[config.mk]
export PLATFORM = sky130hd
export DESIGN_NAME = fetch_redirect_ctrl
export DESIGN_NICKNAME = d
export VERILOG_FILES = /design/src/rtl/fetch_redirect_ctrl.sv
export SDC_FILE = /design/constraint.sdc
export NUM_CORES = 1
export LEC_CHECK = 0
export BUFFER_PORTS_ARGS = -buffer_cell sky130_fd_sc_hd__buf_4
export CORE_MARGIN = 2
export CORE_UTILIZATION = 40
export DETAILED_ROUTE_END_ITERATION = 10
export GPL_TIMING_DRIVEN = 0
export PLACE_DENSITY = 0.73
export SYNTH_ARGS = -nofsm -noshare
export SYNTH_HDL_FRONTEND = slang
export SYNTH_SLANG_ARGS = --single-unit
[constraint.sdc]
create_clock -name CLK -period 2.75 [get_ports CLK]
set_input_delay 0.55 -clock CLK [delete_from_list [all_inputs] [get_ports CLK]]
set_output_delay 0.55 -clock CLK [all_outputs]
set_load 0.02 [all_outputs]
[src/rtl/fetch_redirect_ctrl.sv]
// Fetch redirect sequencer: merges exception / mispredict / predictor redirects and drives fetch STALL, Alt_PC and IF/ID squash.
// Latency: a redirect seen at a free-slot edge appears on Request_Alt_PC/Alt_PC in the next cycle (registered outputs).
// Backpressure: when Pipe_Stall or !IM_Ready blocks the slot, the highest-class redirect is held and fetch is frozen until it issues.
//
// Ports: CLK, RESET (async, active-high); Pipe_Stall, IM_Ready (issue slot);
//        Exception, Mispredict/Mispredict_PC, Pred_Taken/Pred_Target (redirect sources);
//        STALL_OUT (combinational), Request_Alt_PC, Alt_PC, Flush_IFID, Pending (registered).
// Optional macro FETCH_REDIRECT_STATS_EN adds saturating Misp_Count / Exc_Count outputs.
module fetch_redirect_ctrl #(
    parameter logic [31:0] RESET_VECTOR = 32'hBFC00000,
    parameter logic [31:0] EXC_VECTOR   = 32'hBFC00380
) (
    input  logic        CLK,
    input  logic        RESET,
    input  logic        Pipe_Stall,
    input  logic        IM_Ready,
    input  logic        Exception,
    input  logic        Mispredict,
    input  logic [31:0] Mispredict_PC,
    input  logic        Pred_Taken,
    input  logic [31:0] Pred_Target,
    output logic        STALL_OUT,
    output logic        Request_Alt_PC,
    output logic [31:0] Alt_PC,
    output logic        Flush_IFID,
    output logic        Pending
`ifdef FETCH_REDIRECT_STATS_EN
    ,
    output logic [15:0] Misp_Count,
    output logic [15:0] Exc_Count
`endif
);

    localparam logic [1:0] CLS_NONE = 2'd0;
    localparam logic [1:0] CLS_PRED = 2'd1;
    localparam logic [1:0] CLS_MISP = 2'd2;
    localparam logic [1:0] CLS_EXC  = 2'd3;

    typedef enum logic [1:0] {
        ST_BOOT = 2'd0,
        ST_RUN  = 2'd1,
        ST_HOLD = 2'd2
    } state_t;

    state_t      state_q;
    state_t      state_d;
    logic [1:0]  cls_q;
    logic [1:0]  cls_d;
    logic [31:0] tgt_q;
    logic [31:0] tgt_d;

    logic        slot_free;
    logic [1:0]  in_cls;
    logic [31:0] in_tgt;
    logic [1:0]  win_cls;
    logic [31:0] win_tgt;

    logic        req_d;
    logic [31:0] pc_d;
    logic        flush_d;

    assign slot_free = ~Pipe_Stall & IM_Ready;

    // Highest-priority incoming redirect this cycle.
    always_comb begin
        in_cls = CLS_NONE;
        in_tgt = '0;
        if (Exception) begin
            in_cls = CLS_EXC;
            in_tgt = EXC_VECTOR;
        end else if (Mispredict) begin
            in_cls = CLS_MISP;
            in_tgt = Mispredict_PC;
        end else if (Pred_Taken) begin
            in_cls = CLS_PRED;
            in_tgt = Pred_Target;
        end
    end

    // The latched redirect survives ties; only a strictly higher class replaces it.
    // Outside HOLD cls_q is always CLS_NONE, so this reduces to the incoming one.
    always_comb begin
        win_cls = cls_q;
        win_tgt = tgt_q;
        if (in_cls > cls_q) begin
            win_cls = in_cls;
            win_tgt = in_tgt;
        end
    end

    // State register
    always_ff @(posedge CLK or posedge RESET) begin
        if (RESET) begin
            state_q <= ST_BOOT;
        end else begin
            state_q <= state_d;
        end
    end

    // Next-state logic
    always_comb begin
        state_d = state_q;
        case (state_q)
            ST_BOOT: state_d = ST_RUN;
            ST_RUN:  if ((win_cls != CLS_NONE) && !slot_free) state_d = ST_HOLD;
            ST_HOLD: if (slot_free) state_d = ST_RUN;
            default: state_d = ST_BOOT;
        endcase
    end

    // Output logic: next values of the registered outputs and the latch.
    always_comb begin
        req_d   = 1'b0;
        pc_d    = Alt_PC;
        flush_d = 1'b0;
        cls_d   = cls_q;
        tgt_d   = tgt_q;
        case (state_q)
            ST_BOOT: begin
                req_d = 1'b1;
                pc_d  = RESET_VECTOR;
            end
            ST_RUN, ST_HOLD: begin
                if (win_cls != CLS_NONE) begin
                    if (slot_free) begin
                        req_d   = 1'b1;
                        pc_d    = win_tgt;
                        flush_d = (win_cls >= CLS_MISP);
                        cls_d   = CLS_NONE;
                        tgt_d   = '0;
                    end else begin
                        cls_d = win_cls;
                        tgt_d = win_tgt;
                    end
                end
            end
            default: ;
        endcase
    end

    always_ff @(posedge CLK or posedge RESET) begin
        if (RESET) begin
            cls_q          <= CLS_NONE;
            tgt_q          <= '0;
            Request_Alt_PC <= 1'b0;
            Alt_PC         <= '0;
            Flush_IFID     <= 1'b0;
            Pending        <= 1'b0;
        end else begin
            cls_q          <= cls_d;
            tgt_q          <= tgt_d;
            Request_Alt_PC <= req_d;
            Alt_PC         <= pc_d;
            Flush_IFID     <= flush_d;
            Pending        <= (cls_d != CLS_NONE);
        end
    end

    // BOOT term keeps fetch frozen while in reset and until the boot vector loads.
    assign STALL_OUT = Pipe_Stall | ~IM_Ready | (state_q == ST_HOLD) | (state_q == ST_BOOT);

`ifdef FETCH_REDIRECT_STATS_EN
    logic issue_redirect;
    assign issue_redirect = (state_q != ST_BOOT) && slot_free && (win_cls != CLS_NONE);

    always_ff @(posedge CLK or posedge RESET) begin
        if (RESET) begin
            Misp_Count <= '0;
            Exc_Count  <= '0;
        end else if (issue_redirect) begin
            if ((win_cls == CLS_MISP) && (Misp_Count != 16'hFFFF)) Misp_Count <= Misp_Count + 16'd1;
            if ((win_cls == CLS_EXC) && (Exc_Count != 16'hFFFF)) Exc_Count <= Exc_Count + 16'd1;
        end
    end
`endif

endmodule
==> flow_metrics.tcl <==
set metrics [dict create \
    crit_path_max_fanout 10 \
    setup_tns_ns 0 \
    rr_endpoint "Alt_PC[13]" \
    fin_area_sq_um 4720 \
    crit_path_top_delay_cell "or2_2" \
    rr_startpoint "cls_q[1]" \
    worst_path_dominant_cell_family "compound AO/OA/AOI/OAI gates" \
    worst_skew_pair.late_latency_ns 0.35 \
    skew_ns 0.00874 \
    final_nets 563 \
    viasPerCell 5.54 \
    cts_made_buffers 9 \
    antenna_cells 0 \
    cts_max_path_buffers 2 \
    numPortBuffers 105 \
    hold_violations 0 \
    place_congestion 0.825 \
    grt_pass1_wl_mm 16.0 \
    ir_worst_vdd_mv 0.593 \
    setup_viol 0 \
    rows 34 \
    synth_area_sq_um 3590 \
    synth_area_leader_cell "dfrtp_1" \
    synth-simple-area-share 0.128 \
    outcome "complete, no violations" \
    post_synth.cell_area_avg_sq_um 9.80 \
    cp_data_required_time_ns 3.02 \
    cts_tree "done" \
    ys_seq_area_frac 0.495 \
    die_w_microns 98.7 \
    synth_fp_nets 446 \
    syn_inst 366 \
    synth.area.top_cells "dfrtp_1, nand2_1, o2111ai_1" \
    r2r_setup_slack_ns 0.60 \
    cts-htree-levels 3 \
    start_util 0.411 \
    final_common_cell "buf_4" \
    drt_iter0_drc 208 \
    via_count 3301 \
    placed_area_sq_um 4510 \
    synthXorXnorAreaFrac 0 \
    yosysWarnings 0 \
    hold_class "primary input to asynchronous set/reset pin" \
    synth_top_family_by_area "compound AO/OA/AOI/OAI gates" \
    post-place-cells 579 \
    routed_wl_mm 9.56 \
    core_area_sq_um 8720 \
    synthToLayoutAreaGrowth_pct 31.6 \
    drt_pass1_iterations 5 \
    maxSlewHeadroom 0.418 \
    dp_hpwl_mm 6.86 \
    cts.clk_slew.worst_paths_ns 0.07 \
    antenna_found_initial 0 \
    p_leak_uw 0.00217 \
    drc 0 \
    grt_usage 0.203 \
    fmax_mhz 383 \
    cp_cell_sequence "buf_4, clkbuf_1, or2_2, ha_1, nor2b_4, o21a_1, buf_6, a211oi_4, buf_4, o2111ai_1, o21ai_0" \
    rr_worst_depth 9 \
    slew_viol_final 0 \
    cts_num_sinks 71 \
    grt_overflow_total 0 \
    n_fill_cell 803 \
    layout-drive-gt1-share 0.309 \
    cts-root-buf "clkbuf_8" \
    post_drt_wl_per_cell_microns 16.0 \
    crit_top_cell "buf_4" \
    ys_types 38 \
    die_h_microns 98.7 \
    grt_pass1_vias 3286 \
    synth_top_area_share 0.495 \
    path_class "primary input to register" \
    synth_compound_area_frac 0.275 \
    timing.critical_path.from "Mispredict" \
    startpoint_type "primary input" \
    cp-end-kind "register" \
    grt_max_degree 72 \
    worstMarginPinSlew_ns 0.872 \
    synthAdderAreaFrac 0.0314 \
    fin_crit_sh 0.948 \
    worst_path_largest_cell_delay_ns 0.35 \
    antenna_left 0 \
    synthMuxAreaShare 0.0174 \
    layoutNonFillerInstCount 596 \
    ios 107 \
    period_needed_ns 2.61 \
    power_density_nw_per_um2 1160 \
    final_cell_mix "buf_4, dfrtp_1, nand2_1" \
    cap_violations 0 \
    worst-path-buf-inv 4 \
    arrival_ns 2.88 \
    yosys_register_bits 71 \
    die_area_sq_um 9740 \
]
-- routing by layer --
metal	part of all wire	up-vias	wire length, microns	global-route usage
li1	-	1583	-	-
met1	0.44	1572	4220	0.274
met2	0.48	124	4550	0.318
met3	0.058	22	550	0.0404
met4	0.025	0	242	0.0906
met5	0	-	0	0
-- kinds of logic (layout without fill, tap and decap cells) --
group | Yosys count | count (layout)
compound gates | 137 | 137
flops | 71 | 71
simple gates | 102 | 102
fa+ha+maj | 9 | 9
mux | 6 | 6
buf+inv | 41 | 163
-- power by group --
part / internal, uW / switching [uW] / leakage, uW
sequential: 1490 / 253 / 0.000914
clock: 350 / 397 / 0.0000853
combinational: 1110 / 1860 / 0.00117
-- how the worst max path moves through the flow --
| stage | to | cells past startpoint | slack, ns |
|---|---|---|---|
| after floorplan | state_q[0] | 10 | 0.01 |
| after CTS | Alt_PC[21] | 10 | 0.02 |
| after global placement | Alt_PC[16] | 2 | -0.47 |
| final | Alt_PC[13] | 11 | 0.14 |
| after detailed placement | Alt_PC[21] | 10 | -0.36 |
| after global routing | Alt_PC[6] | 11 | -0.01 |
-- per-stage QoR --
step	worst slack, ns	power (uW)	hold WS, ns	util
2_1_floorplan	0.0140	3650	0.449	-
3_3_place_gp	-0.474	4600	0.464	0.517
3_5_place_dp	-0.363	4680	0.471	0.517
4_1_cts	0.0188	5440	0.427	0.537
5_1_grt	-0.0116	5910	0.462	0.541
6_report	0.142	5460	0.386	0.541
-- cells in the mapped netlist --
library cell / count
dfrtp_1: 71
nand2_1: 59
o21ai_0: 33
a21oi_1: 21
clkbuf_1: 21
a22oi_1: 20
o2111ai_1: 20
o2bb2ai_1: 20
nor2_1: 18
a221oi_1: 12
nor3_1: 10
buf_2: 9
ha_1: 9
inv_1: 7
mux2i_1: 4
nand2b_1: 4
buf_6: 3
a21o_1: 2
mux2_2: 2
nor2b_1: 2
o21ai_1: 2
a211oi_4: 1
a21o_4: 1
buf_4: 1
nand3_1: 1
nand4b_1: 1
nor2b_2: 1
nor2b_4: 1
nor3b_1: 1
nor3b_4: 1
o211ai_1: 1
o21a_1: 1
o21ai_2: 1
o221ai_1: 1
o311ai_2: 1
or2_1: 1
or2_2: 1
or3_1: 1
-- cell type report --
| type | count | area, sq um | area share |
|---|---|---|---|
| Buffer | 34 | 184 | 0.0390 |
| Clock buffer | 11 | 141 | 0.0300 |
| Clock inverter | 5 | 33.8 | 0.00716 |
| Inverter | 7 | 28.8 | 0.00610 |
| Multi-Input combinational cell | 254 | 1620 | 0.344 |
| Sequential cell | 71 | 1780 | 0.377 |
| Tap cell | 108 | 135 | 0.0286 |
| Timing Repair Buffer | 106 | 796 | 0.169 |
-- worst register-to-register path, delay by kind of cell (launching register included) --
| family | cells | cell delay (ns) |
|---|---|---|
| flops | 1 | 0.37 |
| simple gates | 1 | 0.16 |
| compound gates | 4 | 0.76 |
| fa+ha+maj | 1 | 0.33 |
| buf+inv | 3 | 0.46 |
-- what timing repair did --
action                     CTS  global route
gates resized for setup      0            21
buffers inserted             0             1
setup endpoints to repair    0            55
hold buffers                 0             0
-- sequential cells by signal, summed over array words and instances (netlist names) --
| name | count |
|---|---|
| cls_q | 2 |
| tgt_q | 32 |
| Pending | 1 |
| Request_Alt_PC | 1 |
| Flush_IFID | 1 |
| state_q | 2 |
| Alt_PC | 32 |
No activity file was read; power rests on OpenSTA's default activity.
